`src/rtl/demux_rr_sched_if.sv`:
```
// demux_rr_sched_if: stream-in / eight-lane demux-out bundle for the round-robin scheduler
interface demux_rr_sched_if #(parameter int WIDTH = 8);
  logic [7:0]       lane_en;
  logic             in_valid;
  logic             in_ready;
  logic [WIDTH-1:0] in_data;
  logic [7:0]       out_valid;
  logic [7:0]       out_ready;
  logic [WIDTH-1:0] out_data;
  logic [2:0]       sel;
  modport master (
    output lane_en, in_valid, in_data, out_ready,
    input  in_ready, out_valid, out_data, sel
  );
  modport slave (
    input  lane_en, in_valid, in_data, out_ready,
    output in_ready, out_valid, out_data, sel
  );
endinterface

```
`src/rtl/demux_rr_sched.sv`:
```
// demux_rr_sched: round-robin steering of one valid/ready stream onto eight lanes with a one-beat output register
module demux_rr_sched #(
  parameter int WIDTH = 8,
  parameter int BURST = 4
) (
  input logic clk,
  input logic rst,
  demux_rr_sched_if.slave bus
);
  logic             hold;
  logic [2:0]       sel_q;
  logic [WIDTH-1:0] data_q;
  logic [2:0]       ptr;
  logic [3:0]       cnt;
  logic [2:0]       nxt;
  logic             fire;
  logic             acc;
  assign fire = hold && bus.out_ready[sel_q];
  assign bus.in_ready = bus.lane_en[ptr] && (!hold || bus.out_ready[sel_q]);
  assign acc = bus.in_valid && bus.in_ready;
  assign bus.out_valid = hold ? 8'b1 << sel_q : 8'h00;
  assign bus.out_data = data_q;
  assign bus.sel = sel_q;
  // next enabled lane after ptr; scanning downward lets the nearest candidate win, ptr itself if none
  always_comb begin
    nxt = ptr;
    for (int i = 7; i >= 1; i--) if (bus.lane_en[ptr + 3'(i)]) nxt = ptr + 3'(i);
  end
  // output register, burst counter and lane pointer; realign only when no accept is possible
  always_ff @(posedge clk) begin
    if (rst) begin
      hold   <= 1'b0;
      sel_q  <= '0;
      data_q <= '0;
      ptr    <= '0;
      cnt    <= '0;
    end else if (acc) begin
      hold   <= 1'b1;
      sel_q  <= ptr;
      data_q <= bus.in_data;
      cnt    <= (cnt == 4'(BURST - 1)) ? 4'd0 : cnt + 4'd1;
      ptr    <= (cnt == 4'(BURST - 1)) ? nxt : ptr;
    end else begin
      if (fire) hold <= 1'b0;
      if (!bus.lane_en[ptr] && |bus.lane_en) begin
        ptr <= nxt;
        cnt <= '0;
      end
    end
  end
endmodule

```
`src/flat_wrapper.sv`:
```
// flat-port wrapper written by rule: the top's interface ports become plain ports
module demux_rr_sched_flat 
#(
  parameter int WIDTH = 8,
  parameter int BURST = 4
)
  (clk, rst, bus_lane_en, bus_in_valid, bus_in_data, bus_out_ready, bus_in_ready, bus_out_valid, bus_out_data, bus_sel);
  demux_rr_sched_if #(.WIDTH(WIDTH)) bus_i ();
  input logic clk;
  input logic rst;
  input wire logic [$bits(bus_i.lane_en)-1:0] bus_lane_en;
  input wire logic [$bits(bus_i.in_valid)-1:0] bus_in_valid;
  input wire logic [$bits(bus_i.in_data)-1:0] bus_in_data;
  input wire logic [$bits(bus_i.out_ready)-1:0] bus_out_ready;
  output wire logic [$bits(bus_i.in_ready)-1:0] bus_in_ready;
  output wire logic [$bits(bus_i.out_valid)-1:0] bus_out_valid;
  output wire logic [$bits(bus_i.out_data)-1:0] bus_out_data;
  output wire logic [$bits(bus_i.sel)-1:0] bus_sel;
  assign bus_i.lane_en = bus_lane_en;
  assign bus_i.in_valid = bus_in_valid;
  assign bus_i.in_data = bus_in_data;
  assign bus_i.out_ready = bus_out_ready;
  assign bus_in_ready = bus_i.in_ready;
  assign bus_out_valid = bus_i.out_valid;
  assign bus_out_data = bus_i.out_data;
  assign bus_sel = bus_i.sel;
  demux_rr_sched #(.WIDTH(WIDTH), .BURST(BURST)) u_core (.clk(clk), .rst(rst), .bus(bus_i));
endmodule
```
`config.mk`:
```
export PLATFORM = sky130hd
export DESIGN_NAME = demux_rr_sched_flat
export DESIGN_NICKNAME = d
export VERILOG_FILES = /design/src/rtl/demux_rr_sched_if.sv /design/src/rtl/demux_rr_sched.sv /design/src/flat_wrapper.sv
export SDC_FILE = /design/constraint.sdc
export NUM_CORES = 1
export LEC_CHECK = 0
export CAP_MARGIN = 0
export CORE_AREA = 2 2 86 88
export CTS_CLUSTER_DIAMETER = 120
export DETAILED_ROUTE_END_ITERATION = 10
export DIE_AREA = 0 0 88 90
export PLACE_DENSITY_LB_ADDON = 0.2
export SETUP_SLACK_MARGIN = 0.15
export SLEW_MARGIN = 20
export SYNTH_ARGS = -nofsm -noshare
export SYNTH_HDL_FRONTEND = slang
export SYNTH_SLANG_ARGS = --single-unit
```
`constraint.sdc`:
```
create_clock -name clk -period 8.9 [get_ports clk]
set_clock_uncertainty 0.15 [all_clocks]
set_input_delay 1.78 -clock clk [delete_from_list [all_inputs] [get_ports clk]]
set_output_delay 1.78 -clock clk [all_outputs]
set_load 0.05 [all_outputs]
```
Word-level counts from Yosys, hierarchy flattened

Cells that the tools add are included.

Logic and storage cells: 70
Output and inout bits: 20
Input port bits: 27
Register bits: 19

Reduce and logical (&&, ||, !) cells: 11
Eq/ne operators: 2
Multiplexer cells: 34
$add $sub $neg: 8
Shift operators: 1
$lt $le $gt $ge: 9

Operators with widths:

| cell                | number |
|---|---|
| $lt 3x4->1 const B  | 9 |
| $mux 3              | 10 |
| $bmux 1 s3          | 9 |
| $add 3x3->3 const B | 4 |
| $mux 4              | 3 |
| $mux 1              | 11 |
| $mux 8              | 1 |
| $reduce_or 8->1     | 1 |
| $shl 1x3->8 const A | 1 |
| $add 3x2->3 const B | 2 |
| $add 4x1->4 const B | 1 |
| $eq 4x2->1 const B  | 1 |
| $logic_and 1x1->1   | 4 |
| $reduce_bool 2->1   | 2 |
| $add 3x1->3 const B | 1 |
| $logic_not 1->1     | 2 |
| $ne 2x2->1 const B  | 1 |
| $reduce_and 2->1    | 1 |
| $logic_or 1x1->1    | 1 |

Depth between registers and ports, before layout

Word-level depth: 12
Mapped depth: 11
Mapped depth without buffers: 8

Worst setup path before layout

Ideal clock, no wire load.

Path type: input port to output port
From: input port bus_lane_en[1]
To: output port bus_in_ready
Path buffers: 0
Arrival: 2.893 ns
Cell stages on the path: 3
Slack: 4.077 ns
Cells stage by stage: mux2_2 -> mux4_2 -> and2_1

Longest elaborated chain between the ends: 3

Ends and longest elaborated chain:

| what                         | line                 | text |
|---|---|---|
| start: declaration           | flat_wrapper.sv:11   | `input wire logic [$bits(bus_i.lane_en)-1:0] bus_lane_en;` |
| $bmux 1 s3                   | demux_rr_sched.sv:19 | `assign bus.in_ready = bus.lane_en[ptr] && (!hold \|\| bus.out_ready[sel_q]);` |
| $mux 1 (implied by the code) | demux_rr_sched.sv:19 |  |
| $logic_and 1x1->1            | demux_rr_sched.sv:19 |  |
| end: declaration             | flat_wrapper.sv:15   | `output wire logic [$bits(bus_i.in_ready)-1:0] bus_in_ready;` |

No other way between the ends. The select of a mux whose other input is x is not followed.

Worst setup path in the final report

Same ends and word-level chain as after synthesis.

==> flow_metrics.tcl <==
set metrics [dict create \
    rr_startpoint "u_core.ptr[1]" \
    cts_num_sinks 19 \
    avgSynthCellArea_um2 8.38 \
    overflow 0 \
    yosysWarnings 0 \
    ios 47 \
    slew_violations 0 \
    holdWs_ps 312 \
    maxCapViolCount 0 \
    r2r_slack_ps 5330 \
    core_um2 7020 \
    cp.required_ps 6970 \
    synth_edf_count 0 \
    cellPowerDensity_nw_per_um2 250 \
    port_buffers 46 \
    holdCritStartpoint "u_core.bus.out_data[2]" \
    grt_antenna_before_repair 0 \
    synth_area_um2 1580 \
    fin_crit_sh_pct 66.7 \
    cts_buffers 3 \
    synth_most_common_cell "nand2_1" \
    vias_per_cell 4.91 \
    crit_chain "clkdlybuf4s50_1 > mux2_2 > mux4_2 > and2_1 > clkdlybuf4s50_1" \
    cts_max_path_buffers 2 \
    status "finished clean" \
    ys_seq_area_share_pct 24.0 \
    rsz0062_at_grt "no" \
    drtIter0Drc 82 \
    yosysTopAreaCell "dfxtp_1" \
    cts_tree "done" \
    wl_mm 4.46 \
    synth.area.top_cells "dfxtp_1 24%, mux4_2 13%, nand2_1 7.3%, a21oi_1 5.7%, nor2_1 4.3%" \
    grt_start_max_net_pins 22 \
    hp-class "reg2reg" \
    gp_congestion 0.805 \
    h-tree-depth 1 \
    hold_path_end "u_core.bus.out_data[2]" \
    crit_arrival_ps 4000 \
    final_layout_size_suffix_gt1_share_pct 10.6 \
    r2r_cells 6 \
    die_y_um 90 \
    synth_ff_type "dfxtp_1" \
    setup_viol 0 \
    area_growth_pct 35.1 \
    vias 1602 \
    yosys.area.top_type_share_pct 24.0 \
    drcViolationCount 0 \
    core.rowCount 31 \
    grt_pass1_wl_mm 7.25 \
    slew_headroom_pct 46.4 \
    synth-seq-cells 19 \
    synth_cell_type_count 47 \
    ctsRootBufferMaster "clkbuf_8" \
    dp_hpwl_mm 3.37 \
    min_period_ps 5930 \
    synth_cells 189 \
    path_common_cell "clkdlybuf4s50_1" \
    tns_ps 0 \
    max_stage_delay_ps 700 \
    ant_nets 0 \
    tightest_slew_ps 801 \
    grt_util_all_layers_pct 11.2 \
    slowest_stage "clkdlybuf4s50_1" \
    synth_nets 219 \
    crit_path_max_fanout 5 \
    routedWlPerCell_um 13.7 \
    initial_utilization_pct 22.6 \
    synthTopCellsByCount "31 x nand2_1, 19 x dfxtp_1, 18 x a21oi_1, 18 x nor2_1, 9 x mux4_2" \
    postCtsHoldBufs 0 \
    async_reset_ff_share_pct 0 \
    n_antenna_cell 0 \
    die_w_um 88 \
    cts_resized 0 \
    die_area_um2 7920 \
    first_pass_iters 4 \
    startpoint_type "input pin" \
    finalNetCount 258 \
    total_leakage_power_nw 0.723 \
    end_kind "output port" \
    ir_drop_mv 0.0794 \
    clk-insertion-delay-late_ps 260 \
    hold_violations 0 \
    hold-path-cell-count 2 \
    cts.clk_slew.worst_paths_ps 80 \
    grt_pass1_vias 1511 \
    max_freq_ghz 0.169 \
    reg2reg_to "u_core.ptr[0]" \
    timing_worst_setup_path_type "in2out" \
    post_cts_buffers 0 \
]
## cell type report
type / count / area, um^2
Clock buffer: 3 / 41.3
Clock inverter: 1 / 5.00
Fill cell: 748 / 4880
Inverter: 5 / 18.8
Multi-Input combinational cell: 153 / 1110
Sequential cell: 19 / 380
Tap cell: 99 / 124
Timing Repair Buffer: 46 / 460
## routing by layer
metal / GRT usage [%] / vias up / share of wire (%)
met1: 15.5 / 753 / 48
met3: 2.39 / 6 / 6.1
li1: - / 781 / -
met5: 0 / - / 0
met4: 2.69 / 0 / 1.4
met2: 17.8 / 62 / 44
## state kept, by name, indices dropped and copies added, names as in the netlist
register,flops
u_core.hold,1
u_core.bus.out_data,8
u_core.cnt,4
u_core.bus.sel,3
u_core.ptr,3
## power breakdown
| part | internal, mW | leakage, nW | switching, mW |
|---|---|---|---|
| sequential | 0.100 | 0.155 | 0.0278 |
| combinational | 0.148 | 0.543 | 0.198 |
| clock | 0.0312 | 0.0255 | 0.0306 |
| total | 0.279 | 0.723 | 0.256 |
## critical path, delay by kind of cell
kind | cells | cell delay (ps)
AND/OR/NAND/NOR | 1 | 180
multiplexers | 2 | 870
buffers and inverters | 2 | 1170
## cell usage in the layout, fill, tap and decap left out, types with 2 or more instances in the layout
master	count
clkdlybuf4s50_1	46
mux4_2	9
nor3_1	6
dfxtp_1	19
a211oi_1	3
nand2_1	31
mux2i_1	6
and3_1	2
ha_1	3
a221oi_1	3
nand3_1	5
a21oi_1	18
nand4b_1	2
clkbuf_8	3
inv_1	3
nor4_1	4
nor2_1	18
nand2b_1	4
o211ai_1	2
o21ai_0	8
mux2_2	6
mux4_1	2
## metrics by stage
| stage | instances | total power [mW] | utilization (%) | instance area (um^2) | setup WS, ps |
|---|---|---|---|---|---|
| floorplan | 189 | 0.396 | - | 1580 | 4080 |
| global placement | 322 | 0.478 | 29.8 | 2090 | 2970 |
| detailed placement | 322 | 0.476 | 29.8 | 2090 | 2970 |
| CTS | 326 | 0.538 | 30.5 | 2140 | 2960 |
| global route | 326 | 0.578 | 30.5 | 2140 | 2890 |
| finish | 326 | 0.536 | 30.5 | 2140 | 2970 |
## how the worst max path moves through the flow
stage                              start            to
final                     bus_lane_en[1]  bus_in_ready
after global routing      bus_lane_en[1]  bus_in_ready
after CTS                 bus_lane_en[0]  bus_in_ready
after detailed placement  bus_lane_en[0]  bus_in_ready
after global placement    bus_lane_en[1]  bus_in_ready
after floorplan           bus_lane_en[1]  bus_in_ready
## cells by family (layout without fill, tap and decap cells)
| kind of cell | count (synthesis) | after routing | synth area share (%) |
|---|---|---|---|
| XOR/XNOR | 2 | 2 | 1.11 |
| buffers and inverters | 17 | 55 | 5.84 |
| multiplexers | 24 | 24 | 25.1 |
| adder cells (fa/ha/maj) | 3 | 3 | 2.37 |
| AO/OA/AOI/OAI | 45 | 45 | 18.3 |
| AND/OR/NAND/NOR | 79 | 79 | 23.2 |
| flip-flops | 19 | 19 | 24.0 |
Power figures use the tool's default switching activity.
